File: config.mk
export PLATFORM = sky130hd
export DESIGN_NAME = dut_sweep_sequencer
export DESIGN_NICKNAME = d
export VERILOG_FILES = /design/src/rtl/dut_sweep_sequencer.sv
export SDC_FILE = /design/constraint.sdc
export NUM_CORES = 1
export LEC_CHECK = 0
export CORE_ASPECT_RATIO = 1.5
export CORE_MARGIN = 5
export CORE_UTILIZATION = 45
export CTS_BUF_LIST = sky130_fd_sc_hd__clkbuf_4 sky130_fd_sc_hd__clkbuf_8
export DETAILED_ROUTE_END_ITERATION = 12
export PLACE_DENSITY = 0.71
export SLEW_MARGIN = 20
export SYNTH_ARGS = -nofsm -noshare
export SYNTH_HDL_FRONTEND = slang
export SYNTH_SLANG_ARGS = --single-unit
File: constraint.sdc
create_clock -name clk -period 7.5 [get_ports clk]
set_clock_uncertainty 0.2 [all_clocks]
set_input_delay 0.75 -clock clk [delete_from_list [all_inputs] [get_ports clk]]
set_output_delay 0.75 -clock clk [all_outputs]
set_load 0.02 [all_outputs]
File: src/rtl/dut_sweep_sequencer.sv
// Self-test sequencer: steps every input vector through the two-stage datapath,
// waits a settle window, then compares the sampled result with the golden model.
module dut_sweep_sequencer #(
  parameter int unsigned WIDTH        = 7,
  parameter int unsigned SETTLE       = 4,
  parameter int unsigned CNT_W        = 8,
  parameter int unsigned STOP_ON_FAIL = 0
) (
  input  logic             clk,
  input  logic             rst,
  input  logic             start,
  input  logic             abort,
  input  logic [1:0]       result,
  input  logic [1:0]       golden,
  output logic [WIDTH-1:0] vec,
  output logic             busy,
  output logic             done,
  output logic             pass,
  output logic [CNT_W-1:0] err_count,
  output logic [WIDTH-1:0] fail_vec,
  output logic             fail_valid
);

  localparam int unsigned      SET_W    = $clog2(SETTLE + 1);
  localparam logic [SET_W-1:0] SET_LAST = SET_W'(SETTLE - 1);
  localparam logic [WIDTH-1:0] VEC_LAST = '1;
  localparam bit               STOP_EN  = (STOP_ON_FAIL != 0);

  typedef enum logic [1:0] {S_IDLE, S_SETTLE, S_CHECK, S_DONE} state_t;

  state_t           r_state, w_state_nxt;
  logic [WIDTH-1:0] r_vec, w_vec_nxt;
  logic [SET_W-1:0] r_cnt, w_cnt_nxt;
  logic [CNT_W-1:0] r_err, w_err_nxt;
  logic [WIDTH-1:0] r_fail_vec, w_fail_vec_nxt;
  logic             r_fail_valid, w_fail_valid_nxt;
  logic             r_busy, r_done, r_pass;
  logic             w_busy_nxt, w_done_nxt, w_pass_nxt;
  logic             w_mismatch;

  assign w_mismatch = (result != golden);

  // State and result registers
  always_ff @(posedge clk or posedge rst) begin
    if (rst) begin
      r_state      <= S_IDLE;
      r_vec        <= '0;
      r_cnt        <= '0;
      r_err        <= '0;
      r_fail_vec   <= '0;
      r_fail_valid <= 1'b0;
      r_busy       <= 1'b0;
      r_done       <= 1'b0;
      r_pass       <= 1'b0;
    end else begin
      r_state      <= w_state_nxt;
      r_vec        <= w_vec_nxt;
      r_cnt        <= w_cnt_nxt;
      r_err        <= w_err_nxt;
      r_fail_vec   <= w_fail_vec_nxt;
      r_fail_valid <= w_fail_valid_nxt;
      r_busy       <= w_busy_nxt;
      r_done       <= w_done_nxt;
      r_pass       <= w_pass_nxt;
    end
  end

  // Next-state and datapath update
  always_comb begin
    w_state_nxt      = r_state;
    w_vec_nxt        = r_vec;
    w_cnt_nxt        = r_cnt;
    w_err_nxt        = r_err;
    w_fail_vec_nxt   = r_fail_vec;
    w_fail_valid_nxt = r_fail_valid;
    case (r_state)
      S_IDLE, S_DONE: begin
        if (start) begin
          w_state_nxt      = S_SETTLE;
          w_vec_nxt        = '0;
          w_cnt_nxt        = '0;
          w_err_nxt        = '0;
          w_fail_vec_nxt   = '0;
          w_fail_valid_nxt = 1'b0;
        end
      end
      S_SETTLE: begin
        if (abort) begin
          w_state_nxt = S_IDLE;
          w_vec_nxt   = '0;
          w_cnt_nxt   = '0;
        end else begin
          w_cnt_nxt = r_cnt + 1'b1;
          if (r_cnt == SET_LAST) w_state_nxt = S_CHECK;
        end
      end
      S_CHECK: begin
        // abort outranks the compare, so the aborted vector is never counted
        if (abort) begin
          w_state_nxt = S_IDLE;
          w_vec_nxt   = '0;
          w_cnt_nxt   = '0;
        end else begin
          if (w_mismatch) begin
            if (r_err != '1) w_err_nxt = r_err + 1'b1;
            if (!r_fail_valid) begin
              w_fail_vec_nxt   = r_vec;
              w_fail_valid_nxt = 1'b1;
            end
          end
          if ((r_vec == VEC_LAST) || (STOP_EN && w_mismatch)) begin
            w_state_nxt = S_DONE;
          end else begin
            w_vec_nxt   = r_vec + 1'b1;
            w_cnt_nxt   = '0;
            w_state_nxt = S_SETTLE;
          end
        end
      end
      default: w_state_nxt = S_IDLE;
    endcase
    w_busy_nxt = (w_state_nxt == S_SETTLE) || (w_state_nxt == S_CHECK);
    w_done_nxt = (w_state_nxt == S_DONE);
    w_pass_nxt = w_done_nxt && (w_err_nxt == '0);
  end

  assign vec        = r_vec;
  assign busy       = r_busy;
  assign done       = r_done;
  assign pass       = r_pass;
  assign err_count  = r_err;
  assign fail_vec   = r_fail_vec;
  assign fail_valid = r_fail_valid;

endmodule
# Word level (Yosys, flattened, before mapping)
# Index checks and enable logic that the tools add are counted.
classes:
  n_reduce_logical: 10
  n_addsub: 3
  muxes: 29
  eq_ne: 16
ops:
  columns: ["op", "n"]
  rows:
  - ["$mux 7", 7]
  - ["$mux 8", 4]
  - ["$pmux 7 s3", 1]
  - ["$pmux 8 s2", 1]
  - ["$pmux 7 s2", 1]
  - ["$mux 3", 4]
  - ["$mux 2", 5]
  - ["$ne 2x2->1 const B", 5]
  - ["$pmux 3 s3", 1]
  - ["$add 8x1->8 const B", 1]
  - ["$eq 2x2->1 const B", 4]
  - ["$logic_not 8->1", 1]
  - ["$ne 8x8->1 const B", 1]
  - ["$add 7x1->7 const B", 1]
  - ["$eq 7x7->1 const B", 1]
  - ["$pmux 2 s3", 1]
  - ["$reduce_and 5->1", 1]
  - ["$eq 2x1->1 const B", 2]
  - ["$reduce_and 4->1", 1]
  - ["$add 3x1->3 const B", 1]
  - ["$eq 3x2->1 const B", 1]
  - ["$mux 1", 3]
  - ["$ne 3x3->1 const B", 1]
  - ["$reduce_and 3->1", 1]
  - ["8 further kinds", 8]
word_totals:
  register_bits: 31
  in_bits: 8

# Logic depth before layout (Yosys ltp)
# Gate-level depths: netlist (run 1).
logic_depth:
  depth_word: 7
  ltp_mapped: 11
  mapped_depth_nobuf: 10

# Worst setup path before layout (run 1)
# Ideal clock, no wire load.
synth_path:
  path_kind: "input to register"
  start: "in abort"
  end: "reg r_pass, in the netlist pass"
  t_required_ns: 7.204
  arrival_ns: 2.381
  setup_slack_ns: 4.823
  n_path_buf: 1
  cell_stages: 6
  path_cell_list: "clkbuf_1 o21bai_2 or2_1 a311o_1 or4_1 nor4_2"
synth_via:
  elab_chain_len: 4
  word_cells_on_any_way: 8
synth_rtl:
  columns: ["item", "line_no", "rtl"]
  rows:
  - ["from (decl)", "12", "input logic abort,"]
  - ["$mux 8", "99", "if (abort) begin"]
  - ["$pmux 8 s2", "76", "case (r_state)"]
  - ["named net w_err_nxt[3]", "34", "logic [CNT_W-1:0] r_err, w_err_nxt;"]
  - ["$logic_not 8->1", "124", "w_pass_nxt = w_done_nxt && (w_err_nxt == '0);"]
  - ["$logic_and 1x1->1", "124", null]
  - ["named net w_pass_nxt", "38", "logic w_busy_nxt, w_done_nxt, w_pass_nxt;"]
  - ["to (signal assigned)", "64", "r_pass <= w_pass_nxt;"]
  - ["to (decl)", "37", "logic r_busy, r_done, r_pass;"]
# The timed path passes the listed nets, and every way through them passes these cells.
# A chain may end at the register's enable or synchronous reset.

# Final worst setup path (run 1)
layout_path:
  start: "reg r_state[0]"
  end: "reg r_vec[6], in the netlist vec[6]"
layout_via:
  elab_chain_len: 4
  word_cells_on_any_way: 10
layout_rtl:
  columns: ["item", "line_no", "rtl"]
  rows:
  - ["from (decl)", "31", "state_t r_state, w_state_nxt;"]
  - ["from (signal assigned)", "56", "r_state <= w_state_nxt;"]
  - ["$eq 2x2->1 or $logic_not 2->1 (tied branches)", "76", null]
  - ["$reduce_or 2->1", "76", null]
  - ["$ne 2x2->1 (no line)", null, null]
  - ["$reduce_and 3->1 (no line)", null, null]
  - ["to (signal assigned)", "57", "r_vec <= w_vec_nxt;"]
  - ["to (decl)", "32", "logic [WIDTH-1:0] r_vec, w_vec_nxt;"]
# Several ways; a longest one is shown, not always the timed one.

==> results of run 1 <==
## cells in the mapped netlist, types with 2 or more instances
master / number / share of area, %
sky130_fd_sc_hd__o31ai_1: 5 / 2.1
sky130_fd_sc_hd__o211ai_1: 4 / 1.7
sky130_fd_sc_hd__ha_1: 7 / 4.9
sky130_fd_sc_hd__buf_2: 2 / 0.57
sky130_fd_sc_hd__nand3_1: 9 / 2.5
sky130_fd_sc_hd__nor4_1: 2 / 0.71
sky130_fd_sc_hd__xor2_2: 2 / 1.8
sky130_fd_sc_hd__a21oi_1: 6 / 1.7
sky130_fd_sc_hd__a21o_1: 5 / 2.1
sky130_fd_sc_hd__dfrtp_1: 31 / 44
sky130_fd_sc_hd__nand2_1: 19 / 4.0
sky130_fd_sc_hd__a21boi_0: 7 / 3.0
sky130_fd_sc_hd__and3_1: 2 / 0.71
sky130_fd_sc_hd__o21ai_0: 10 / 2.8
sky130_fd_sc_hd__nor3_1: 6 / 1.7
sky130_fd_sc_hd__inv_1: 11 / 2.3
sky130_fd_sc_hd__clkbuf_1: 6 / 1.3
sky130_fd_sc_hd__o21a_1: 2 / 0.85
sky130_fd_sc_hd__nor2_1: 4 / 0.85
sky130_fd_sc_hd__a31oi_1: 3 / 1.1
sky130_fd_sc_hd__a31o_2: 6 / 3.0
sky130_fd_sc_hd__nand2b_1: 6 / 2.1
sky130_fd_sc_hd__nor2b_1: 5 / 1.8
sky130_fd_sc_hd__or2_1: 3 / 1.1
## final timing paths
kind,from,end,slack (ps),depth (start not counted)
setup / recovery,r_state[0],vec[6],4130,9
hold / removal,r_cnt[1],r_cnt[1],300,2
setup reg to reg,r_state[0],vec[6],4130,9
hold reg to reg,r_cnt[1],r_cnt[1],300,2
max in group asynchronous,rst,fail_vec[0],6140,3
min in group asynchronous,rst,fail_valid,650,3
## cell usage in the layout (no fill, tap or decap), drive strengths merged, types with 2 or more instances in the layout
cell type,count
a21oi,6
a21o,6
clkbuf,7
a21boi,7
nor2,4
a31o,6
a31oi,3
o211ai,4
clkdlybuf4s50,33
o31ai,5
dfrtp,31
nor3,6
nand3,9
nand2b,6
o21a,2
buf,2
or2,4
o21ai,10
ha,7
and3,2
nand2,19
nor2b,5
inv,11
xor2,2
nor4,3
## per-layer routing
metal  up-vias  part of all wire [%]  track usage (%)
met5         -                     0                0
met4         0                   1.7             6.90
met3         9                   4.9             3.87
met2        53                    55             34.0
met1       771                    39             22.1
li1        755                     -                -
## registers in the layout, summed over array words and instances (netlist names)
signal and cells:
busy 1, done 1, err_count 8, fail_valid 1, fail_vec 7, pass 1, r_cnt 3, r_state 2
vec 7
## worst max-delay path, delay by kind of cell (launching register included)
family	cells	cell delay, ps
AOI/OAI and AO/OA	3	950
and+or+nand+nor	3	530
adders and majority gates	1	790
DFF	1	410
buffers and inverters	2	370
## layout make-up
| type | instances | area share [%] |
|---|---|---|
| multi-input cells | 135 | 41.2 |
| well taps | 45 | 2.53 |
| flip-flops and latches | 31 | 34.9 |
| inverters | 11 | 1.86 |
| repair buffers | 35 | 15.5 |
| clock buffers | 7 | 3.77 |
| clock inverters | 1 | 0.225 |
## per-stage QoR
stage	hold WS, ps	setup WS [ps]
floorplan	249	4820
global placement	258	4160
detailed placement	298	4050
CTS	311	4170
global route	331	3890
finish	304	4130
## power breakdown
| group | internal [W] | switching (W) |
|---|---|---|
| logic | 0.0000475 | 0.0000810 |
| clock network | 0.0000722 | 0.0000591 |
| registers | 0.000178 | 0.00000742 |
| total | 0.000297 | 0.000147 |
## kinds of logic after synthesis
kind of cell	count (synthesis)	share of synthesized area (%)
muxes	1	0.636
adders and majority gates	7	4.95
DFF	31	43.8
xor gates and xnor gates	2	1.84
and+or+nand+nor	62	18.2
buffers and inverters	20	4.38
AOI/OAI and AO/OA	63	26.1
==> results_dict.tcl, run 1 <==
set metrics [dict create \
    maxSlewHeadroom_pct 36.5 \
    synthFlopType "sky130_fd_sc_hd__dfrtp_1" \
    max-clock-path-buffers 2 \
    cts.hold.buffers_added 0 \
    inserted_diodes 0 \
    final_max_tran_viols 0 \
    synth_edf_count 0 \
    seqCellArea_um2 776 \
    setup.worst_path.start_class "register" \
    irDropWorstVdd_mv 0.136 \
    setup_viol 0 \
    multi_input_area_um2 917 \
    grt_pass1_vias 1647 \
    post_dp_cell_area_um2 2140 \
    final_design_area_no_fill_um2 2220 \
    detail_route.first_pass.iterations 4 \
    ys_warn_count 0 \
    cts_made_buffers 5 \
    placed_cells 257 \
    dieWidth_um 61.2 \
    antenna_violations_before_repair 0 \
    global_route.overflow_total 0 \
    run_status "completed" \
    htree_num_levels 2 \
    drive_gt1_share_pct 10.5 \
    achievable_clock_frequency_mhz 297 \
    finalWorstPathRequiredPeriod_ps 3370 \
    start_util_pct 45.5 \
    fin_nets 234 \
    ys_async_sr_fraction_pct 100 \
    first_pass_grt_wire_length_um 7750 \
    cp.arrival_ps 3320 \
    clock_insertion_delay_at_the_later_pin_of_the_skew_report_ps 280 \
    required_ps 7450 \
    syn2layout_area_growth_pct 25.7 \
    hp-class "register to register" \
    tritoncts "yes" \
    drtIter0Drc 80 \
    portion_of_the_post_synthesis_area_used_by_sequential_elements_pct 43.8 \
    timing.critical_path.mode_cell "sky130_fd_sc_hd__a31oi_1" \
    finalWirelength_um 4540 \
    placement.io_buffers 33 \
    grt_max_degree 32 \
    synth_area_um2 1770 \
    utilization_pct 57.2 \
    global_route.usage.total_pct 19.3 \
    timing_worst_slew_pin_value_ps 953 \
    max_cap_viols 0 \
    grt_setup_unrepaired "false" \
    detail-route-antenna-nets 0 \
    yosys_register_bits 31 \
    detailedPlacementHpwl_um 3370 \
    timing_worst_setup_path_type "register to register" \
    worst_setup_hold_path_clk_slew_ps 60 \
    core-area_um2 3890 \
    synth_cell_types 47 \
    cts.repair.resized 0 \
    wl_per_cell_um 17.1 \
    final_hold_viol_count 0 \
    numClockSinks 31 \
    post_layout_nonfiller_instances 265 \
    cp_max_fo 29 \
    crit_path_cell_trace "inv_1, ha_1, nand4b_1, o31ai_1, buf_4, nand2b_1, nor2_1, a31oi_1, a31oi_1" \
    cts_post_setup_buffers_inserted 0 \
    fp-row-count 28 \
    syn-instance-count 186 \
    cts_root_buffer "sky130_fd_sc_hd__clkbuf_8" \
    via_count 1588 \
    final.fill_count 342 \
    avgViaCountPerCell 5.99 \
    report.power.total_w 0.000445 \
    critPathMaxStageDelay_ps 790 \
    postSynthNetCount 201 \
    crit_path_top_delay_cell "sky130_fd_sc_hd__ha_1" \
    design.portCount 34 \
    drc 0 \
    power-per-cell-area_nw_per_um2 200 \
    syn-mean-instance-area_um2 9.52 \
    power_leakage_nw 0.954 \
    routability_driven_placement_congestion_ratio 0.961 \
    die_height_um 86.8 \
    min_period_over_period_pct 44.9 \
    setup_total_negative_slack_ps 0 \
    die_area_um2 5310 \
    crit_path_end_kind "register" \
]
Power figures use the tool's default switching activity.
==> run 2: changes to the inputs <==
--- a/config.mk
+++ b/config.mk
@@ -10,7 +10,7 @@
 export CORE_UTILIZATION = 45
 export CTS_BUF_LIST = sky130_fd_sc_hd__clkbuf_4 sky130_fd_sc_hd__clkbuf_8
 export DETAILED_ROUTE_END_ITERATION = 12
-export PLACE_DENSITY = 0.71
+export PLACE_DENSITY = 0.74
 export SLEW_MARGIN = 20
 export SYNTH_ARGS = -nofsm -noshare
 export SYNTH_HDL_FRONTEND = slang
==> constraint.sdc (replaced) <==
create_clock -name clk -period 2.8 [get_ports clk]
set_clock_uncertainty 0.2 [all_clocks]
set_input_delay 0.28 -clock clk [delete_from_list [all_inputs] [get_ports clk]]
set_output_delay 0.28 -clock clk [all_outputs]
set_load 0.02 [all_outputs]
==> results_dict.tcl, run 2 (synthesized netlist as in run 1, its figures left out) <==
set metrics [dict create \
    run_status "completed" \
    max_cap_viols 0 \
    most-common-layout-cells "33 x sky130_fd_sc_hd__clkdlybuf4s50_1, 31 x sky130_fd_sc_hd__dfrtp_1, 19 x sky130_fd_sc_hd__nand2_1" \
    die_height_um 86.8 \
    drc 0 \
    detail_route.first_pass.iterations 4 \
    crit_path_cell_trace "inv_1, ha_4, nand4b_1, nor3_2, o21ai_0, a21oi_1, ha_1, o31ai_1, or4_1, nor4_2" \
    post_layout_nonfiller_instances 279 \
    routability_driven_placement_congestion_ratio 0.869 \
    fin_nets 248 \
    switching_power_summed_over_all_nets_w 0.000422 \
    cts.hold.buffers_added 0 \
    antenna_violations_before_repair 0 \
    cp_max_fo 8 \
    hp-class "input port to asynchronous set/reset pin" \
    crit_path_end_kind "register" \
    inserted_diodes 0 \
    grt_setup_unrepaired "false" \
    cts_post_setup_buffers_inserted 0 \
    cts_made_buffers 5 \
    worstRegToRegCells 10 \
    placement.io_buffers 33 \
    max-clock-path-buffers 2 \
    design.portCount 34 \
    grt.busiest_layer "met2" \
    start_util_pct 45.5 \
    multi_input_area_um2 941 \
    global_route.usage.total_pct 18.0 \
    grt_max_degree 32 \
    worst_setup_hold_path_clk_slew_ps 70 \
    seqPwrFrac_pct 39.9 \
    avgViaCountPerCell 5.78 \
    final_max_tran_viols 0 \
    tritoncts "yes" \
    power_leakage_nw 1.02 \
    global_route.overflow_total 0 \
    placed_cells 271 \
    max_ffs_per_register 8 \
    core-area_um2 3890 \
    power-per-cell-area_nw_per_um2 528 \
    internal_power_w 0.000817 \
    first_pass_grt_wire_length_um 7180 \
    irDropWorstVdd_mv 0.547 \
    required_ps 2790 \
    detail-route-antenna-nets 0 \
    final_hold_viol_count 0 \
    final.fill_count 359 \
    hold-worst-slack_ps 166 \
    mostFrequentLayoutCell "sky130_fd_sc_hd__clkdlybuf4s50_1" \
    grt_util_met1_pct 21.6 \
    dieWidth_um 61.2 \
    achievable_clock_frequency_mhz 382 \
    grt_pass1_vias 1562 \
    htree_num_levels 2 \
    syn2layout_area_growth_pct 32.7 \
    cts_root_buffer "sky130_fd_sc_hd__clkbuf_8" \
    gr-usage-met3_pct 4.32 \
    setup.worst_path.start_class "register" \
    critPathMaxStageDelay_ps 440 \
    drtIter0Drc 44 \
    seqCellArea_um2 776 \
    timing_worst_slew_pin_value_ps 485 \
    finalWirelength_um 4280 \
    numClockSinks 31 \
    maxSlewHeadroom_pct 67.6 \
    fp-row-count 28 \
    cts.repair.resized 0 \
    wl_per_cell_um 15.3 \
    rr_startpoint "r_state[0]" \
    finalWorstPathRequiredPeriod_ps 2620 \
    setup_total_negative_slack_ps 0 \
    crit_path_top_delay_cell "sky130_fd_sc_hd__or4_1" \
    met2_resource_use_gr_pct 29.1 \
    min_period_over_period_pct 93.5 \
    startpoint "r_state[0]" \
    power.switching_fraction_pct 34.0 \
    detailedPlacementHpwl_um 3200 \
    drive_gt1_share_pct 17.1 \
    setup_viol 0 \
    fraction_of_power_consumed_by_the_clock_network_pct 27.3 \
    timing_worst_setup_path_type "register to register" \
    via_count 1614 \
    clock_insertion_delay_at_the_later_pin_of_the_skew_report_ps 290 \
    die_area_um2 5310 \
    combPwrFrac_pct 32.7 \
    cp.arrival_ps 2610 \
]
## run 2: through the flow
stage	power [W]	utilization, %	worst slack, ps	area, um^2
after floorplan	0.000752	-	198	1770
final	0.00124	60.4	183	2350
after global placement	0.000888	57.6	-15.6	2240
after CTS	0.00124	59.8	34.4	2320
after detailed placement	0.000895	57.6	-61.7	2240
after global routing	0.00132	60.4	2.06	2350
## run 2: routing by layer
layer | part of all wire [%] | wire length (um) | vias to the layer above
met3 | 4.5 | 194 | 14
met4 | 3.5 | 148 | 0
met1 | 42 | 1810 | 765
li1 | - | - | 782
met2 | 50 | 2120 | 53
met5 | 0 | 0 | -
## run 2: worst max-delay path, delay by kind of cell (launching register included)
kind	cells	cell delay, ps
buffers and inverters	1	150
adder cells (fa/ha/maj)	2	400
flip-flops	1	410
AO/OA/AOI/OAI	3	400
AND/OR/NAND/NOR	4	980
## run 2: power groups by stage
stage / clock (W) / sequential [W] / combinational [W]
6_report: 0.000339 / 0.000495 / 0.000406
5_1_grt: 0.000379 / 0.000497 / 0.000447
4_1_cts: 0.000347 / 0.000494 / 0.000396
3_5_place_dp: 0 / 0.000502 / 0.000393
3_3_place_gp: 0 / 0.000501 / 0.000387
2_1_floorplan: 0 / 0.000510 / 0.000242
## run 2: worst paths after layout
kind / to / slack (ps)
worst min register to register: r_cnt[2] / 280
worst max register to register: pass / 180
worst max-delay path: pass / 180
max in group asynchronous: r_state[0] / 1940
worst min-delay path: err_count[1] / 170
min in group clk: r_cnt[2] / 280
## run 2: layout make-up
cell class / count / share of cell area (%)
repair buffers: 49 / 19.2
inverters: 11 / 1.76
clock inverters: 3 / 0.639
multi-input cells: 135 / 40.1
flip-flops and latches: 31 / 33.0
clock buffers: 5 / 2.93
well taps: 45 / 2.40
==> run 3: changes to the inputs <==
--- a/config.mk
+++ b/config.mk
@@ -9,8 +9,9 @@
 export CORE_MARGIN = 5
 export CORE_UTILIZATION = 45
 export CTS_BUF_LIST = sky130_fd_sc_hd__clkbuf_4 sky130_fd_sc_hd__clkbuf_8
+export CTS_CLUSTER_DIAMETER = 80
 export DETAILED_ROUTE_END_ITERATION = 12
-export PLACE_DENSITY = 0.74
+export PLACE_DENSITY = 0.73
 export SLEW_MARGIN = 20
 export SYNTH_ARGS = -nofsm -noshare
 export SYNTH_HDL_FRONTEND = slang
==> results_dict.tcl, run 3 (synthesized netlist as in run 1, its figures left out) <==
set metrics [dict create \
    irDropWorstVdd_mv 0.449 \
    max_cap_viols 0 \
    cts_root_buffer "sky130_fd_sc_hd__clkbuf_8" \
    timing_worst_slew_pin_value_ps 475 \
    timing_worst_setup_path_type "register to register" \
    grt_pass1_vias 1596 \
    post_layout_nonfiller_instances 278 \
    wl_per_cell_um 15.3 \
    global_route.overflow_total 0 \
    inserted_diodes 0 \
    finalWorstPathRequiredPeriod_ps 2620 \
    maxSlewHeadroom_pct 68.3 \
    cts_made_buffers 5 \
    detail-route-antenna-nets 0 \
    power-per-cell-area_nw_per_um2 540 \
    max-clock-path-buffers 2 \
    mostFrequentLayoutCell "sky130_fd_sc_hd__clkdlybuf4s50_1" \
    startpoint "r_state[0]" \
    htree_num_levels 2 \
    routability_driven_placement_congestion_ratio 0.884 \
    core-area_um2 3890 \
    crit_path_top_delay_cell "sky130_fd_sc_hd__or4_1" \
    dieWidth_um 61.2 \
    achievable_clock_frequency_mhz 382 \
    die_area_um2 5310 \
    run_status "completed" \
    cp.arrival_ps 2610 \
    numClockSinks 31 \
    grt_max_degree 32 \
    fin_nets 247 \
    worst_setup_hold_path_clk_slew_ps 70 \
    design.portCount 34 \
    cts.repair.resized 0 \
    most-common-layout-cells "33 x sky130_fd_sc_hd__clkdlybuf4s50_1, 31 x sky130_fd_sc_hd__dfrtp_1, 19 x sky130_fd_sc_hd__nand2_1" \
    drc 0 \
    critPathBufInv 2 \
    final_hold_viol_count 0 \
    clock_insertion_delay_at_the_later_pin_of_the_skew_report_ps 280 \
    global_route.usage.total_pct 18.2 \
    cts.hold.buffers_added 0 \
    detailedPlacementHpwl_um 3210 \
    drtIter0Drc 37 \
    tritoncts "yes" \
    start_util_pct 45.5 \
    crit_path_cell_trace "inv_1, ha_1, buf_4, nor3b_1, o21ai_0, or2_1, o311ai_1, or4_1, nor4_2" \
    antenna_violations_before_repair 0 \
    critPathMaxStageDelay_ps 550 \
    required_ps 2790 \
    die_height_um 86.8 \
    cts_post_setup_buffers_inserted 0 \
    via_count 1577 \
    placement.io_buffers 33 \
    crit_path_end_kind "register" \
    power_leakage_nw 1.02 \
    min_period_over_period_pct 93.4 \
    cp_max_fo 13 \
    final_max_tran_viols 0 \
    fp-row-count 28 \
    setup_total_negative_slack_ps 0 \
    max_ffs_per_register 8 \
    first_pass_grt_wire_length_um 7310 \
    drive_gt1_share_pct 15.9 \
    hp-class "input port to asynchronous set/reset pin" \
    detail_route.first_pass.iterations 4 \
    utilization_pct 60.3 \
    setup_viol 0 \
    finalWirelength_um 4250 \
    placed_cells 270 \
    worst_path_dominant_cell_family "simple AND/OR/NAND/NOR gates" \
    rr_startpoint "r_state[0]" \
    avgViaCountPerCell 5.67 \
    setup.worst_path.start_class "register" \
    syn2layout_area_growth_pct 32.4 \
]
[run 3: metal layers]
metal / vias to the layer above / part of all wire (%) / GRT usage [%]
met2: 46 / 53 / 31.0
met3: 5 / 4.7 / 3.58
met1: 748 / 41 / 22.2
li1: 778 / - / -
met4: 0 / 1.3 / 6.11
met5: - / 0 / 0
[run 3: report_power, final]
part	switching, W	internal [W]	total (W)	leakage [nW]
combinational	0.000224	0.000159	0.000383	0.542
clock	0.000157	0.000234	0.000390	0.0549
sequential	0.0000159	0.000476	0.000492	0.428
total	0.000397	0.000868	0.00127	1.02
[run 3: worst min-delay path, delay by kind of cell]
family / cells / cell delay, ps
buffers and inverters: 3 / 790
[run 3: final timing paths]
path	end	slack, ps	cells after the start
worst max-delay path	pass	180	9
worst min-delay path	err_count[0]	180	3
worst max register to register	pass	180	9
worst min register to register	r_cnt[2]	290	2
max in group asynchronous	r_cnt[2]	1930	3
min in group clk	r_cnt[2]	290	2
[run 3: final cells by class]
| cell class | count | area (um^2) |
|---|---|---|
| Fill cell | 343 | 1550 |
| Multi-Input combinational cell | 135 | 923 |
| Sequential cell | 31 | 776 |
| Timing Repair Buffer | 48 | 443 |
| Clock buffer | 8 | 104 |
| Tap cell | 45 | 56.3 |
| Inverter | 11 | 41.3 |
[run 3: per-stage QoR]
stage               setup WS, ps  hold slack, ps  total power (W)  cell area [um^2]
global placement           -31.4             266         0.000880              2230
floorplan                    198             184         0.000752              1770
finish                       185             179          0.00127              2340
detailed placement          -111             278         0.000886              2230
CTS                         26.7             188          0.00128              2340
global route              -0.581             260          0.00135              2340
